==> src/rtl/stack_pkg.sv <==
// Shared constants for the stack driver: default geometry, command opcodes and FSM states.
package stack_pkg;

  localparam int unsigned DEF_WIDTH = 8;
  localparam int unsigned DEF_DEPTH = 256;

  localparam logic OP_PUSH = 1'b0;
  localparam logic OP_POP  = 1'b1;

  typedef enum logic [1:0] {
    S_IDLE  = 2'd0,
    S_ISSUE = 2'd1,
    S_WAIT  = 2'd2,
    S_RSP   = 2'd3
  } state_e;

endpackage

==> src/rtl/stack_level_ctr.sv <==
// Saturating up/down occupancy counter (0..DEPTH) shadowing the stack fill level.
module stack_level_ctr #(
  parameter int unsigned DEPTH = 256,
  parameter int unsigned LW    = $clog2(DEPTH + 1)
) (
  input  logic          clk_i,
  input  logic          rst_ni,
  input  logic          inc_i,
  input  logic          dec_i,
  output logic [LW-1:0] level_o,
  output logic          is_zero_o,
  output logic          is_max_o
);

  localparam logic [LW-1:0] MaxLevel = LW'(DEPTH);

  logic [LW-1:0] level_q, level_d;

  always_comb begin
    level_d = level_q;
    if (inc_i && !dec_i && level_q != MaxLevel) begin
      level_d = level_q + LW'(1);
    end else if (dec_i && !inc_i && level_q != '0) begin
      level_d = level_q - LW'(1);
    end
  end

  always_ff @(posedge clk_i or negedge rst_ni) begin
    if (!rst_ni) begin
      level_q <= '0;
    end else begin
      level_q <= level_d;
    end
  end

  assign level_o   = level_q;
  assign is_zero_o = (level_q == '0);
  assign is_max_o  = (level_q == MaxLevel);

endmodule

==> src/rtl/stack_driver.sv <==
// Initiator for a push/pop stack: one strobe and one response per accepted command,
// with a shadow level counter cross-checked against the stack flags.
module stack_driver
  import stack_pkg::*;
#(
  parameter int unsigned WIDTH = DEF_WIDTH,
  parameter int unsigned DEPTH = DEF_DEPTH,
  localparam int unsigned LW   = $clog2(DEPTH + 1)
) (
  input  logic             clk,
  input  logic             rst,
  input  logic             cmd_valid,
  output logic             cmd_ready,
  input  logic             cmd_op,
  input  logic [WIDTH-1:0] cmd_data,
  output logic             rsp_valid,
  input  logic             rsp_ready,
  output logic [WIDTH-1:0] rsp_data,
  output logic             rsp_err,
  output logic             stk_push,
  output logic             stk_pop,
  output logic [WIDTH-1:0] stk_data_in,
  input  logic [WIDTH-1:0] stk_data_out,
  input  logic             stk_full,
  input  logic             stk_empty,
  output logic [LW-1:0]    level,
  output logic             sync_err
);

  state_e           state_q;
  logic             op_q;
  logic [WIDTH-1:0] din_q;
  logic [WIDTH-1:0] rsp_data_q;
  logic             rsp_err_q;
  logic             sync_err_q;

  logic push_ok, pop_ok;
  logic lvl_zero, lvl_max;
  logic sync_mismatch;

  // Flags are sampled in ISSUE itself, so the strobes decode combinationally from them.
  assign push_ok = (state_q == S_ISSUE) && (op_q == OP_PUSH) && !stk_full;
  assign pop_ok  = (state_q == S_ISSUE) && (op_q == OP_POP) && !stk_empty;

  assign sync_mismatch = (lvl_zero != stk_empty) || (lvl_max != stk_full);

  stack_level_ctr #(
    .DEPTH (DEPTH),
    .LW    (LW)
  ) u_level_ctr (
    .clk_i     (clk),
    .rst_ni    (rst),
    .inc_i     (push_ok),
    .dec_i     (pop_ok),
    .level_o   (level),
    .is_zero_o (lvl_zero),
    .is_max_o  (lvl_max)
  );

  always_ff @(posedge clk or negedge rst) begin
    if (!rst) begin
      state_q    <= S_IDLE;
      op_q       <= OP_PUSH;
      din_q      <= '0;
      rsp_data_q <= '0;
      rsp_err_q  <= 1'b0;
      sync_err_q <= 1'b0;
    end else begin
      if (state_q == S_IDLE && sync_mismatch) begin
        sync_err_q <= 1'b1;
      end
      unique case (state_q)
        S_IDLE: begin
          if (cmd_valid) begin
            op_q <= cmd_op;
            // Only pushes load the data register so stk_data_in stays put otherwise.
            if (cmd_op == OP_PUSH) begin
              din_q <= cmd_data;
            end
            state_q <= S_ISSUE;
          end
        end
        S_ISSUE: begin
          rsp_data_q <= '0;
          if (push_ok) begin
            rsp_err_q <= 1'b0;
            state_q   <= S_RSP;
          end else if (pop_ok) begin
            rsp_err_q <= 1'b0;
            state_q   <= S_WAIT;
          end else begin
            rsp_err_q <= 1'b1;
            state_q   <= S_RSP;
          end
        end
        S_WAIT: begin
          rsp_data_q <= stk_data_out;
          state_q    <= S_RSP;
        end
        S_RSP: begin
          if (rsp_ready) begin
            rsp_data_q <= '0;
            rsp_err_q  <= 1'b0;
            state_q    <= S_IDLE;
          end
        end
        default: state_q <= S_IDLE;
      endcase
    end
  end

  assign cmd_ready   = (state_q == S_IDLE);
  assign rsp_valid   = (state_q == S_RSP);
  assign rsp_data    = rsp_data_q;
  assign rsp_err     = rsp_err_q;
  assign stk_push    = push_ok;
  assign stk_pop     = pop_ok;
  assign stk_data_in = din_q;
  assign sync_err    = sync_err_q;

endmodule

==> config.mk <==
export PLATFORM = sky130hd
export DESIGN_NAME = stack_driver
export DESIGN_NICKNAME = d
export VERILOG_FILES = /design/src/rtl/stack_pkg.sv /design/src/rtl/stack_level_ctr.sv /design/src/rtl/stack_driver.sv
export SDC_FILE = /design/constraint.sdc
export NUM_CORES = 1
export LEC_CHECK = 0
export ABC_AREA = 1
export BUFFER_PORTS_ARGS = -buffer_cell sky130_fd_sc_hd__buf_2
export CAP_MARGIN = 40
export CELL_PAD_IN_SITES_DETAIL_PLACEMENT = 1
export CELL_PAD_IN_SITES_GLOBAL_PLACEMENT = 2
export CORE_ASPECT_RATIO = 0.7
export CORE_MARGIN = 4
export CORE_UTILIZATION = 31
export DETAILED_ROUTE_END_ITERATION = 8
export PLACE_DENSITY = 0.87
export SYNTH_ARGS = -nofsm -noshare
export SYNTH_HDL_FRONTEND = slang
export SYNTH_HIERARCHICAL = 1
export SYNTH_SLANG_ARGS = --single-unit
==> constraint.sdc <==
create_clock -name clk -period 4.45 [get_ports clk]
set_input_delay 0.6675 -clock clk [delete_from_list [all_inputs] [get_ports clk]]
set_output_delay 0.6675 -clock clk [all_outputs]
set_load 0.05 [all_outputs]
==> results.json <==
{
  "outcome": "finished, final reports clean",
  "viasPerCell": 4.439,
  "clkLatencyLatePin_ps": 290,
  "post_cts_resize_count": 0,
  "dr.pass1.iters": 4,
  "drv_slew": 0,
  "layout.nets": 339,
  "rsz0062_at_grt": "false",
  "place.gp.congestion": 0.7443,
  "cts_tree": "built",
  "ios": 54,
  "period_share": 0.6036,
  "ys_types": 26,
  "clock_path_buffers": 2,
  "fp.dieW_um": 101.8,
  "overflow": 0,
  "ys_warn_count": 6,
  "worstPathCellList": "inv_1 > ha_1 > inv_1 > nor2_1 > nand2_1 > inv_1 > inv_1 > nor2_4 > nand2_8 > ha_1 > nand2_1 > nand2_1 > nand2_1 > nand2_1 > inv_1 > nand2_1 > clkinv_1 > nand2_1 > nand2_1 > nand2_1 > nand2_1",
  "fp.dieH_um": 73.66,
  "multi_input_area_sq_um": 978.4,
  "crit_required_ps": 4630,
  "fill_cells": 767,
  "num_vias": 1678,
  "ys_ff_latch": 30,
  "post-dp-hpwl_um": 3995,
  "drtAntennaViolNets": 0,
  "syn_avg_cell_area_sq_um": 7.825,
  "skew_ps": 4.127,
  "final_common_cell": "nand2_1",
  "cts-buffers-inserted": 5,
  "drive_gt1_frac": 0.2673,
  "max_stage_delay_ps": 400,
  "num_antenna_cells": 0,
  "grt_antenna_before_repair": 0,
  "finalHoldViolations": 0,
  "die-area_sq_um": 7499,
  "synthesis.nets": 281,
  "final_cell_mix": "81 x nand2_1, 53 x buf_2, 40 x inv_1",
  "wl_um": 4998,
  "critPathKind": "flop to flop",
  "cts.sinks": 30,
  "wl_per_cell_um": 13.22,
  "fin_crit_ps": 2686,
  "grt_pass1_wl_um": 8535,
  "floorplan.initialDensity": 0.3268,
  "regArea_sq_um": 750.7,
  "drt_iter0_drc": 36,
  "crit_family": "simple AND/OR/NAND/NOR gates",
  "postCtsSetupBuffers": 0,
  "crit_top_cell": "nand2_1",
  "dp_cells": 370,
  "cts_root_buf": "clkbuf_8",
  "htree_levels": 2,
  "cts_hold_buf": 0,
  "crit_path_end_kind": "flop",
  "netlist_area_sq_um": 1909,
  "cp.arrival_ps": 2860,
  "fin_setup_tns_ps": 0,
  "grt_max_degree": 31,
  "max_slew.worst_pin.slew_ps": 688.4,
  "setup_viol": 0,
  "clk_pin_slew_ps": 70,
  "slew_headroom": 0.5411,
  "grt_usage": 0.1491,
  "grt_pass1_vias": 1774,
  "stdcell_count": 378,
  "synth_cells": 244,
  "startpoint_type": "flop",
  "crit_slowest_cell": "dfrtp_1",
  "syn_to_final_growth_pct": 22.61,
  "rows": 23,
  "coreArea_sq_um": 5842,
  "port_buffers": 53,
  "ys_seq_area_frac": 0.3932,
  "fmax_ghz": 0.3723,
  "critical_path_buf_inv_count": 6,
  "max-cap-violations": 0,
  "hold_path.class": "input port to async pin",
  "drc_errors": 0,
  "path_max_fanout": 16
}
cells by family (layout without fill, tap and decap cells):
kind of cell | count (synthesis) | in the layout | synth area share
compound gates | 22 | 22 | 0.06685
xor+xnor | 3 | 3 | 0.01376
fa+ha+maj | 14 | 14 | 0.09568
buf+inv | 44 | 103 | 0.09436
flops | 30 | 30 | 0.3932
simple gates | 131 | 131 | 0.3362
final timing paths:
kind	start	endpoint	slack, ps	cells past startpoint
max	state_q[1]$_DFFE_PN0P_	u_level_ctr/level_o[8]$_DFFE_PN0P_	1760	21
max reg2reg	state_q[1]$_DFFE_PN0P_	u_level_ctr/level_o[8]$_DFFE_PN0P_	1760	21
min reg2reg	sync_err$_DFFE_PN0P_	sync_err$_DFFE_PN0P_	460	2
min in group clk	sync_err$_DFFE_PN0P_	sync_err$_DFFE_PN0P_	460	2
min	rst	sync_err$_DFFE_PN0P_	420	1
max in group asynchronous	rst	rsp_data[1]$_DFFE_PN0P_	3590	1
cell type report:
class | instances | area share
multi-input combinational | 170 | 0.4180
sequential | 30 | 0.3207
timing repair buffer | 53 | 0.1133
inverter | 42 | 0.06734
tap | 75 | 0.04009
clock buffer | 6 | 0.03528
clock inverter | 2 | 0.005345
cells in the mapped netlist (all sizes together):
cell,instances,area [sq um]
nand3b,2,15.01
fa,1,20.02
xor2,2,17.52
or2,2,12.52
inv,41,153.9
o21ai,13,68.82
a21oi,8,51.30
ha,13,162.7
nor2,12,72.57
o21bai,1,7.510
clkinv,1,3.750
buf,2,22.52
nand3,28,172.7
nand2,87,369.1
xnor2,1,8.760
dfrtp,30,750.7
state kept, by name, indices dropped and copies added (netlist names):
signal and flops:
u_level_ctr/level_o 9, rsp_data 8, stk_data_in 8, state_q 2, op_q 1, rsp_err 1
sync_err 1
metal layers:
| metal | up-vias | wire, um | global-route usage |
|---|---|---|---|
| li1 | 879 | - | - |
| met1 | 760 | 2656 | 0.2159 |
| met2 | 33 | 2008 | 0.2130 |
| met3 | 6 | 264 | 0.04459 |
| met4 | 0 | 70 | 0.04425 |
| met5 | - | 0 | 0 |
through the flow:
stage	hold WS, ps	worst slack (ps)	utilization	instance area, sq um
after floorplan	371.9	1715	-	1909
after global placement	443.9	1794	0.3845	2246
after detailed placement	453.0	1724	0.3845	2246
after CTS	449.0	1755	0.4007	2341
after global routing	473.0	1382	0.4007	2341
final	418.1	1764	0.4007	2341
Power is left out: the tool's default activity adds up to more than one toggle a clock period on the data nets, which glitch-free logic cannot reach.
